$ cat src/rtl/framebuffer_write_scheduler.sv
// Port-B write scheduler for the RGB444 frame buffer: a per-frame clear sweep
// plus round-robin arbitration of the renderer and HUD pixel streams.
//
// state | meaning
// SERVE | arbitrate renderer/HUD requests, one accepted pixel per cycle
// CLEAR | sweep every address with CLEAR_COLOR, requesters stalled
module framebuffer_write_scheduler #(
    parameter int          WIDTH       = 512,
    parameter int          HEIGHT      = 384,
    parameter int          ADDR_W      = $clog2(WIDTH * HEIGHT),
    parameter logic [11:0] CLEAR_COLOR = 12'h000
) (
    input  logic              clk_in,
    input  logic              rst_n_in,
    input  logic              frame_start_in,
    input  logic              render_valid_in,
    output logic              render_ready_out,
    input  logic [10:0]       render_x_in,
    input  logic [9:0]        render_y_in,
    input  logic [11:0]       render_pixel_in,
    input  logic              hud_valid_in,
    output logic              hud_ready_out,
    input  logic [10:0]       hud_x_in,
    input  logic [9:0]        hud_y_in,
    input  logic [11:0]       hud_pixel_in,
    output logic [ADDR_W-1:0] mem_addr_out,
    output logic [11:0]       mem_data_out,
    output logic              mem_we_out,
    output logic              clearing_out,
    output logic              clear_done_out,
    output logic              overrun_out,
    output logic [15:0]       oob_count_out
);

    typedef enum logic {SERVE, CLEAR} state_t;

    localparam int                X_BITS    = $clog2(WIDTH);
    localparam logic [10:0]       X_LIM     = 11'(WIDTH);
    localparam logic [9:0]        Y_LIM     = 10'(HEIGHT);
    localparam logic [ADDR_W-1:0] LAST_ADDR = ADDR_W'(WIDTH * HEIGHT - 1);

    state_t            state;
    logic              last_grant_hud;
    logic [ADDR_W-1:0] clr_cnt;

    logic        serving;
    logic        grant_render;
    logic        grant_hud;
    logic [10:0] sel_x;
    logic [9:0]  sel_y;
    logic [11:0] sel_pixel;
    logic        in_range;
    logic [20:0] lin_addr;

    // On a tie the requester that did not win last time gets the port.
    always_comb begin
        serving          = (state == SERVE) && !frame_start_in;
        grant_render     = render_valid_in && (!hud_valid_in || last_grant_hud);
        grant_hud        = hud_valid_in && (!render_valid_in || !last_grant_hud);
        render_ready_out = serving && grant_render;
        hud_ready_out    = serving && grant_hud;
        sel_x            = grant_hud ? hud_x_in     : render_x_in;
        sel_y            = grant_hud ? hud_y_in     : render_y_in;
        sel_pixel        = grant_hud ? hud_pixel_in : render_pixel_in;
        in_range         = (sel_x < X_LIM) && (sel_y < Y_LIM);
        lin_addr         = (21'(sel_y) << X_BITS) + 21'(sel_x);
    end

    always_ff @(posedge clk_in or negedge rst_n_in) begin
        if (!rst_n_in) begin
            state          <= SERVE;
            last_grant_hud <= 1'b1;
            clr_cnt        <= '0;
            mem_addr_out   <= '0;
            mem_data_out   <= '0;
            mem_we_out     <= 1'b0;
            clearing_out   <= 1'b0;
            clear_done_out <= 1'b0;
            overrun_out    <= 1'b0;
            oob_count_out  <= '0;
        end else begin
            mem_we_out     <= 1'b0;
            clearing_out   <= 1'b0;
            clear_done_out <= 1'b0;
            case (state)
                SERVE: begin
                    if (frame_start_in) begin
                        state        <= CLEAR;
                        mem_addr_out <= '0;
                        mem_data_out <= CLEAR_COLOR;
                        mem_we_out   <= 1'b1;
                        clearing_out <= 1'b1;
                        clr_cnt      <= ADDR_W'(1);
                    end else if (grant_render || grant_hud) begin
                        last_grant_hud <= grant_hud;
                        if (in_range) begin
                            mem_addr_out <= lin_addr[ADDR_W-1:0];
                            mem_data_out <= sel_pixel;
                            mem_we_out   <= 1'b1;
                        end else if (oob_count_out != 16'hFFFF) begin
                            oob_count_out <= oob_count_out + 16'd1;
                        end
                    end
                end
                CLEAR: begin
                    if (frame_start_in) overrun_out <= 1'b1;
                    // Stay in CLEAR through the last-write cycle so ready
                    // remains low while clear_done_out is visible.
                    if (clear_done_out) begin
                        state <= SERVE;
                    end else begin
                        mem_addr_out   <= clr_cnt;
                        mem_data_out   <= CLEAR_COLOR;
                        mem_we_out     <= 1'b1;
                        clearing_out   <= 1'b1;
                        clear_done_out <= (clr_cnt == LAST_ADDR);
                        clr_cnt        <= clr_cnt + ADDR_W'(1);
                    end
                end
                default: state <= SERVE;
            endcase
        end
    end

endmodule

$ cat config.mk
export PLATFORM = sky130hd
export DESIGN_NAME = framebuffer_write_scheduler
export DESIGN_NICKNAME = d
export VERILOG_FILES = /design/src/rtl/framebuffer_write_scheduler.sv
export SDC_FILE = /design/constraint.sdc
export NUM_CORES = 1
export LEC_CHECK = 0
export BUFFER_PORTS_ARGS = -buffer_cell sky130_fd_sc_hd__buf_2
export CAP_MARGIN = 20
export CORE_MARGIN = 10
export CORE_UTILIZATION = 47
export DETAILED_ROUTE_END_ITERATION = 12
export MAX_ROUTING_LAYER = met4
export PLACE_DENSITY = 0.74
export SLEW_MARGIN = 20
export SYNTH_ARGS = -nofsm -noshare
export SYNTH_HDL_FRONTEND = slang
export SYNTH_SLANG_ARGS = --single-unit
$ cat constraint.sdc
create_clock -name clk_in -period 6.9 [get_ports clk_in]
set_input_delay 0 -clock clk_in [delete_from_list [all_inputs] [get_ports clk_in]]
set_output_delay 0 -clock clk_in [all_outputs]
set_load 0.05 [all_outputs]
==> qor.csv <==
metric;value;unit
relative max-transition margin;27.8;%
Clock Skew;7.44;ps
DR pass1 iterations;4;
Synth Flop Type;dfrtp_1;
Syn Inst Count;436;
Initial DRC Count;206;
crit path time final;3060;ps
fraction of layout cells with a size suffix above 1;29.7;%
Worst-Margin Slew;1080;ps
DP Cell Count;643;
# rows;33;
Reg-to-Reg Start;last_grant_hud;
largest net degree at the start of global routing;70;
DP Wirelength;8120;um
Fmax;327;MHz
post-route ant nets;0;
GR Util met2;27.4;%
die height;112;um
final hold viol count;0;
Synth Warn #;0;
core box area;0.00826;mm2
initial antenna violation count;0;
H-Tree Depth;3;
CTS tree;done;
GRT busiest layer;met2;
# nets final;630;
Die Span X;112;um
Fill cells;753;
RSZ-0062 raised after global routing;false;
max-cap check violation count;0;
most frequent cells in the layout;buf_2, dfrtp_1, nand2_1;
WL final;11100;um
Worst Hold Class;in -> reg;
DRC Markers;0;
Pwr per Cell Area;213;mW/mm2
ys async rst share;100;%
Initial Utilization;48.6;%
Critical Path Sink Type;flop;
mean post-synth cell area;9.20;um2
Pins Over Slew Limit;0;
Worst-Skew Late Latency;350;ps
IO Port Bufs;122;
number of synthesized flops with an enable pin;0;
startpoint types;flop;
Final period util;44.4;%
post-CTS setup buffers;0;
wire per inst;16.7;um
die area;0.0126;mm2
placed inst area;0.00467;mm2
non-filler instance count after layout;664;
sequential cell area fraction in the yosys report;43.1;%
Setup crit end;mem_addr_out[17];
TritonCTS buffer count;9;
Mapped Nets;512;
worst vdd rail ir drop;0.210;mV
number of global-route vias before repair;3663;
Worst Path Arrival;3330;ps
Lkg Pwr;0.00240;uW
Clock Pin Slew Worst Setup and Hold Paths;80;ps
Area growth, synth to finish;22.1;%
clk sink count;69;
Longest Clk Path Bufs;2;
Clock Tree Root;clkbuf_8;
met1 Use GR;22.9;%
reg2reg path depth;9;
most common cell after layout, fill and taps aside;buf_2;
gpl congestion;0.898;
# diodes;0;
crit path kind;reg -> reg;
total negative slack;0;ps
Vias per Instance;5.40;
Max FO, Critical Path;34;
total gr overflow;0;
grt met3 use;4.74;%
status;completed;
Ports;123;
Vias;3583;
#FFs+latches synth;69;
total track usage;18.0;%
crit path launch;last_grant_hud;
library cells used by synthesis;51;
final instance area;0.00490;mm2
# setup viols final;0;
critical path required time;7170;ps
reg2reg end;mem_addr_out[17];
register-to-register setup slack;3840;ps
worst hold start;hud_pixel_in[7];
Synth Cell Area;0.00401;mm2
first-pass GRT wire length;18400;um
[kinds of logic after synthesis]
| kind of cell | after synthesis | synth area share, % |
|---|---|---|
| AND/OR/NAND/NOR | 191 | 24.6 |
| AO/OA/AOI/OAI | 89 | 14.3 |
| flip-flops | 69 | 43.1 |
| buffers and inverters | 33 | 4.08 |
| XOR/XNOR | 30 | 6.92 |
| multiplexers | 19 | 5.24 |
| adder cells (fa/ha/maj) | 5 | 1.75 |
[sequential cells by signal (all words and copies together) (netlist names)]
register and count:
clr_cnt 18, mem_addr_out 18, oob_count_out 16, mem_data_out 12, clear_done_out 1, last_grant_hud 1
mem_we_out 1, overrun_out 1, state 1
[routing by layer]
layer	routed length [um]	share of wire (%)
met1	5100	46
met3	709	6.4
met4	123	1.1
met2	5140	46
met5	0	0
[timing repair]
item	CTS	global route
hold endpoints to repair	70	0
hold buffers	4	0
endpoints found under the setup margin	0	0
resized for setup	0	0
[synth_stat cells, types with 3 or more instances]
cell type	instances	area, um2
a21oi_1	56	280
a22oi_1	3	22.5
a32oi_1	4	35.0
and3_1	8	50.1
and4_1	5	43.8
buf_2	5	25.0
buf_4	3	22.5
buf_6	3	33.8
clkbuf_1	13	48.8
dfrtp_1	68	1700
ha_1	4	50.1
inv_1	9	33.8
mux2_1	14	158
mux2i_1	3	30.0
nand2_1	67	251
nand3_1	18	90.1
nand3_2	7	70.1
nand4_1	13	81.3
nor2_1	37	139
nor3_1	7	35.0
o21ai_0	13	65.1
or3_1	12	75.1
xnor2_1	25	219
xor2_1	3	26.3
[worst max-delay path, stage by stage (launching register included)]
cell	delay, ps
dfstp_2	570
a21bo_2	630
nand2_1	110
nand2_1	110
ha_1	190
fa_1	310
nand2_1	70
or4b_1	490
a211o_1	320
a41oi_2	180
[metrics by stage]
step	total power, uW	hold slack (ps)	utilization [%]	setup WS [ps]
after floorplan	663	-296	-	4170
after global placement	744	219	56.5	3950
after detailed placement	753	250	56.5	3850
after CTS	1060	16.9	59.1	3850
after global routing	1100	38.8	59.3	3590
final	1040	27.8	59.3	3840
[worst min path at each step]
stage,endpoint,depth (start not counted),slack [ps]
after detailed placement,last_grant_hud,2,250
after global routing,mem_data_out[3],4,40
after CTS,mem_data_out[6],4,20
final,mem_data_out[7],4,30
after floorplan,clear_done_out,0,-300
after global placement,last_grant_hud,2,220
[report_power, final]
| part | internal (uW) | switching, uW |
|---|---|---|
| combinational | 90.3 | 172 |
| clock | 131 | 163 |
| sequential | 444 | 42.9 |
[cell type report]
cell class                      instances  area (um2)  share of cell area (%)
Clock buffer                            9         124                    2.53
Clock inverter                          7        50.0                    1.02
Inverter                                9        33.8                   0.689
Multi-Input combinational cell        334        2130                    43.5
Sequential cell                        69        1730                    35.3
Tap cell                              105         131                    2.68
Timing Repair Buffer                  131         701                    14.3
(Power assumes the default switching activity.)
